==> src/rtl/riscv_core_mem_arbiter_pkg.sv <==
// Shared definitions for the instruction/data memory arbiter.
// Message widths follow the vc memory message layout: type, addr, len, data.
package riscv_core_mem_arbiter_pkg;

    typedef enum logic {
        PORT_IMEM = 1'b0,
        PORT_DMEM = 1'b1
    } port_e;

    function automatic int mem_req_msg_sz(input int addr_w, input int data_w);
        return 1 + addr_w + $clog2(data_w / 8) + data_w;
    endfunction

    function automatic int mem_resp_msg_sz(input int data_w);
        return 1 + $clog2(data_w / 8) + data_w;
    endfunction

    localparam int MEM_REQ_SZ  = mem_req_msg_sz(32, 32);
    localparam int MEM_RESP_SZ = mem_resp_msg_sz(32);

endpackage

==> src/rtl/riscv_core_mem_arbiter_tagq.sv <==
// One-bit-wide tag FIFO recording which port issued each in-flight request.
// Enqueue is ignored while full and dequeue is ignored while empty.
module riscv_core_mem_arbiter_tagq #(
    parameter int DEPTH = 4
) (
    input  logic                     clk,
    input  logic                     rst_n,
    input  logic                     enq,
    input  logic                     enq_data,
    input  logic                     deq,
    output logic                     deq_data,
    output logic                     full,
    output logic                     empty,
    output logic [$clog2(DEPTH):0]   count
);

    localparam int AW = $clog2(DEPTH);

    logic [DEPTH-1:0] mem;
    logic [AW-1:0]    wr_ptr;
    logic [AW-1:0]    rd_ptr;
    logic             do_enq;
    logic             do_deq;

    assign full     = (count == (AW+1)'(DEPTH));
    assign empty    = (count == '0);
    assign do_enq   = enq & ~full;
    assign do_deq   = deq & ~empty;
    assign deq_data = mem[rd_ptr];

    // DEPTH is a power of two, so pointer overflow is the wrap.
    always_ff @(posedge clk or negedge rst_n) begin
        if (!rst_n) begin
            mem    <= '0;
            wr_ptr <= '0;
            rd_ptr <= '0;
            count  <= '0;
        end else begin
            if (do_enq) begin
                mem[wr_ptr] <= enq_data;
                wr_ptr      <= wr_ptr + AW'(1);
            end
            if (do_deq)
                rd_ptr <= rd_ptr + AW'(1);
            case ({do_enq, do_deq})
                2'b10:   count <= count + (AW+1)'(1);
                2'b01:   count <= count - (AW+1)'(1);
                default: count <= count;
            endcase
        end
    end

endmodule

==> src/rtl/riscv_core_mem_arbiter.sv <==
// Round-robin merge of the core's imem/dmem request ports onto one memory port,
// with in-order responses steered back by a tag FIFO.
module riscv_core_mem_arbiter
    import riscv_core_mem_arbiter_pkg::*;
#(
    parameter int MAX_OUTSTANDING = 4,
    parameter int REQ_SZ          = MEM_REQ_SZ,
    parameter int RESP_SZ         = MEM_RESP_SZ
) (
    input  logic                               clk,
    input  logic                               reset,
    input  logic [REQ_SZ-1:0]                  imemreq_msg,
    input  logic                               imemreq_val,
    output logic                               imemreq_rdy,
    output logic [RESP_SZ-1:0]                 imemresp_msg,
    output logic                               imemresp_val,
    input  logic [REQ_SZ-1:0]                  dmemreq_msg,
    input  logic                               dmemreq_val,
    output logic                               dmemreq_rdy,
    output logic [RESP_SZ-1:0]                 dmemresp_msg,
    output logic                               dmemresp_val,
    output logic [REQ_SZ-1:0]                  memreq_msg,
    output logic                               memreq_val,
    input  logic                               memreq_rdy,
    input  logic [RESP_SZ-1:0]                 memresp_msg,
    input  logic                               memresp_val,
    output logic [$clog2(MAX_OUTSTANDING):0]   outstanding_cnt,
    output logic                               resp_err
);

    port_e last_grant;
    port_e grant;
    logic  full;
    logic  empty;
    logic  head;
    logic  push;
    logic  pop;
    logic  port_rdy;

    // Grant depends only on the request valids and history, never on rdy.
    always_comb begin
        grant = PORT_IMEM;
        if (imemreq_val && dmemreq_val)
            grant = (last_grant == PORT_IMEM) ? PORT_DMEM : PORT_IMEM;
        else if (dmemreq_val)
            grant = PORT_DMEM;
    end

    assign memreq_msg  = (grant == PORT_DMEM) ? dmemreq_msg : imemreq_msg;
    assign memreq_val  = reset & (imemreq_val | dmemreq_val) & ~full;
    assign port_rdy    = reset & memreq_rdy & ~full;
    assign imemreq_rdy = port_rdy & (grant == PORT_IMEM);
    assign dmemreq_rdy = port_rdy & (grant == PORT_DMEM);

    assign push = memreq_val & memreq_rdy;
    assign pop  = reset & memresp_val & ~empty;

    always_ff @(posedge clk or negedge reset) begin
        if (!reset) begin
            last_grant <= PORT_DMEM;
            resp_err   <= 1'b0;
        end else begin
            if (push)
                last_grant <= grant;
            if (memresp_val && empty)
                resp_err <= 1'b1;
        end
    end

    riscv_core_mem_arbiter_tagq #(
        .DEPTH (MAX_OUTSTANDING)
    ) u_tagq (
        .clk      (clk),
        .rst_n    (reset),
        .enq      (push),
        .enq_data (grant),
        .deq      (pop),
        .deq_data (head),
        .full     (full),
        .empty    (empty),
        .count    (outstanding_cnt)
    );

    // Responses are broadcast; only the valid is steered by the head tag.
    assign imemresp_msg = memresp_msg;
    assign dmemresp_msg = memresp_msg;
    assign imemresp_val = pop & (head == PORT_IMEM);
    assign dmemresp_val = pop & (head == PORT_DMEM);

endmodule

==> config.mk <==
export PLATFORM = sky130hd
export DESIGN_NAME = riscv_core_mem_arbiter
export DESIGN_NICKNAME = d
export VERILOG_FILES = /design/src/rtl/riscv_core_mem_arbiter_pkg.sv /design/src/rtl/riscv_core_mem_arbiter_tagq.sv /design/src/rtl/riscv_core_mem_arbiter.sv
export SDC_FILE = /design/constraint.sdc
export NUM_CORES = 1
export LEC_CHECK = 0
export ABC_AREA = 1
export CELL_PAD_IN_SITES_DETAIL_PLACEMENT = 1
export CELL_PAD_IN_SITES_GLOBAL_PLACEMENT = 1
export CORE_ASPECT_RATIO = 0.75
export CORE_MARGIN = 1
export CORE_UTILIZATION = 12
export CTS_BUF_LIST = sky130_fd_sc_hd__clkbuf_8
export CTS_CLUSTER_DIAMETER = 200
export DETAILED_ROUTE_END_ITERATION = 10
export GPL_ROUTABILITY_DRIVEN = 0
export HOLD_SLACK_MARGIN = 0.1
export MAX_ROUTING_LAYER = met4
export PLACE_DENSITY_LB_ADDON = 0.1
export SYNTH_ARGS = -nofsm -noshare
export SYNTH_HDL_FRONTEND = slang
export SYNTH_SLANG_ARGS = --single-unit
==> constraint.sdc <==
create_clock -name clk -period 1.9 [get_ports clk]
set_clock_uncertainty 0.1 [all_clocks]
set_input_delay 0.475 -clock clk [delete_from_list [all_inputs] [get_ports clk]]
set_output_delay 0.475 -clock clk [all_outputs]
set_load 0.01 [all_outputs]
==> results <==
routing by layer:
layer	wire, µm	part of all wire
met1	4860	0.41
met4	59	0.0050
met5	0	0
met3	1090	0.092
met2	5830	0.49
flip-flops by register name (all words and copies together) (netlist names):
signal / count
resp_err: 1
u_tagq.count: 3
u_tagq.rd_ptr: 2
last_grant: 1
u_tagq.wr_ptr: 2
u_tagq.mem: 4
worst max-delay path: cells and delay by family, from the launching register on:
family | cells | cell delay [ps]
AOI/OAI and AO/OA | 1 | 60
and+or+nand+nor | 2 | 100
buffers and inverters | 5 | 660
DFF | 1 | 560
cell usage after synthesis (all sizes together):
| master | instances |
|---|---|
| a21oi | 4 |
| a31o | 1 |
| and3 | 1 |
| buf | 83 |
| clkbuf | 3 |
| dfrtp | 12 |
| dfstp | 1 |
| fa | 1 |
| ha | 5 |
| inv | 12 |
| mux2 | 1 |
| nand2 | 224 |
| nand3 | 3 |
| nand4 | 8 |
| nor2 | 5 |
| o211ai | 1 |
| o21ai | 3 |
| xnor2 | 2 |
| xor2 | 2 |
through the flow:
| stage | hold WS, ps | total power [mW] | utilization | instance area [µm²] |
|---|---|---|---|---|
| 2_1_floorplan | 79.4 | 1.60 | - | 2190 |
| 3_3_place_gp | 373 | 2.82 | 0.245 | 4330 |
| 3_5_place_dp | 373 | 2.85 | 0.245 | 4330 |
| 4_1_cts | 310 | 3.43 | 0.265 | 4670 |
| 5_1_grt | 326 | 3.97 | 0.291 | 5140 |
| 6_report | 305 | 3.68 | 0.291 | 5140 |
logic make-up (layout without fill, tap and decap cells):
logic type / count (synthesis) / after routing / share of synthesized area
flip-flops: 13 / 13 / 0.151
adder cells (fa/ha/maj): 6 / 6 / 0.0382
AO/OA/AOI/OAI: 9 / 9 / 0.0307
AND/OR/NAND/NOR: 241 / 241 / 0.435
buffers and inverters: 98 / 308 / 0.323
multiplexers: 1 / 1 / 0.00521
XOR/XNOR: 4 / 4 / 0.0162
what timing repair did:
item	4_1_cts	5_1_grt
hold endpoints to repair	0	0
buffers inserted	24	13
hold buffers	0	0
gates cloned	7	2
resized for setup	364	121
endpoints found under the setup margin	75	74
pin swaps	26	24
power groups by stage:
stage	Combinational, mW	Clock (mW)	Sequential [mW]
after CTS	2.63	0.257	0.541
after global routing	3.14	0.273	0.563
after floorplan	1.05	0	0.558
final	2.89	0.249	0.543
after detailed placement	2.30	0	0.544
after global placement	2.28	0	0.543
worst paths after layout:
path	startpoint	end	slack, ps
worst min register to register	resp_err	resp_err	390
min in group clk	resp_err	resp_err	390
max in group asynchronous	reset	last_grant	1190
worst min-delay path	reset	u_tagq.count[2]	310
worst max-delay path	last_grant	memreq_msg[2]	-310
worst max register to register	u_tagq.count[0]	u_tagq.count[2]	-20
cell type report:
cell class                      count  area (µm²)
Clock buffer                        3        41.3
Fill cell                        2153       12500
Clock inverter                      1        3.75
Tap cell                          242         303
Multi-Input combinational cell    261        1500
Inverter                           12        57.6
Timing Repair Buffer              292        2900
Sequential cell                    13         330
==> flow_summary.yaml <==
global_route:
  grt_pass1_vias: 3061
  gr-total-overflow: 0
  grt_start_max_net_pins: 18
  grt_pass1_wl_um: 16800
  global_route.usage.total: 0.122
  grt_use_met3: 0.0345
  use_met1: 0.143
  antenna_found_initial: 0
  grt.busiest_layer: "met2"
  met2_usage: 0.213
synthesis:
  yosysSeqAreaShare: 0.151
  synth_nets: 553
  synth_cell_types: 27
  synthTopCellsByArea: "nand2_1 (39%), buf_4 (26%), dfrtp_1 (14%)"
  yosys_register_bits: 13
  synthCells: 372
  yosys_warnings: 0
  netlist_area_mm2: 0.00216
  synth_top_cell_by_area: "nand2_1"
  syn_avg_cell_area_um2: 5.81
  synth_top_area_frac: 0.387
setup_path:
  worst_ep_arrival_time_ps: 1630
  cp_max_fo: 9
  cp_slowest_cell: "dfstp_2"
  reg2reg_depth: 9
  start_kind: "flip-flop"
  max_stage_delay_ps: 560
  crit_required_ps: 1320
  crit_path_end_kind: "output port"
  cp_cell_sequence: "a21oi_4 > buf_6 > buf_6 > buf_12 > buf_12 > nand2_1 > nand2_1 > buf_2"
  crit_type: "reg -> out"
drt:
  drt_iter0_markers: 70
  vias: 3074
  drt-pass1-iter-count: 3
  remaining_drc_errors: 0
  antenna_left: 0
  avgViaCountPerCell: 3.73
  wl_per_cell_um: 14.4
  finalWirelength_um: 11800
floorplan:
  die_x_um: 157
  die-area_mm2: 0.0186
  start_util: 0.122
  core_mm2: 0.0177
  rows: 42
  io_pins: 321
  die_y_um: 118
clock_tree:
  cts_tree: "yes"
  htreeDepth: 1
  numCtsBuffers: 3
  cts.sinks: 13
  clk_path_buf_depth: 2
  path_clk_slew_ps: 60
  worstSkewPairLatency_ps: 240
  cts-root-buf: "clkbuf_8"
placed_design:
  dp_worst_setup_slack_ps: -871
  dp_cells: 776
  io_buffers: 215
  hpwlAfterDp_um: 8290
power_and_ir_drop:
  ir_drop_mv: 0.297
  p_per_area_mw_per_mm2: 716
  combinationalPowerShare: 0.785
  netSwitchingFraction: 0.400
  power_frac_clock: 0.068
  p_sw_mw: 1.47
  intPower_mw: 2.21
  power.leakage_nw: 2.56
  p_seq_frac: 0.148
sta:
  report.final.slew_viol_count: 0
  fin_crit_ps: 2210
  relSlewSlack: 0.827
  setup_viol: 70
  rsz0062_at_grt: "true"
  setup_tns_ps: -17630
  hold_viol: 0
  finalCritPeriodShare: 1.16
  finalWorstSetupSlack_ps: -309
  timing.fmax_mhz: 453
  worstMarginPinSlew_ps: 260
run_status:
  status: "complete, but fails checks"
  failed_checks: "negative setup slack"
cells_and_area:
  diodes: 0
  nNetsFinal: 764
  area_growth_syn_to_layout_pct: 138
  finalNonFillerCells: 824
  most-common-layout-cells: "clkdlybuf4s50_1 (136), nand2_1 (132), nand2_2 (75)"
  drive_gt1_frac: 0.459
  final_common_cell: "clkdlybuf4s50_1"
hold_path:
  hold_class: "in -> async"
job:
  cap_violations: 0
Power figures use the tool's default switching activity.
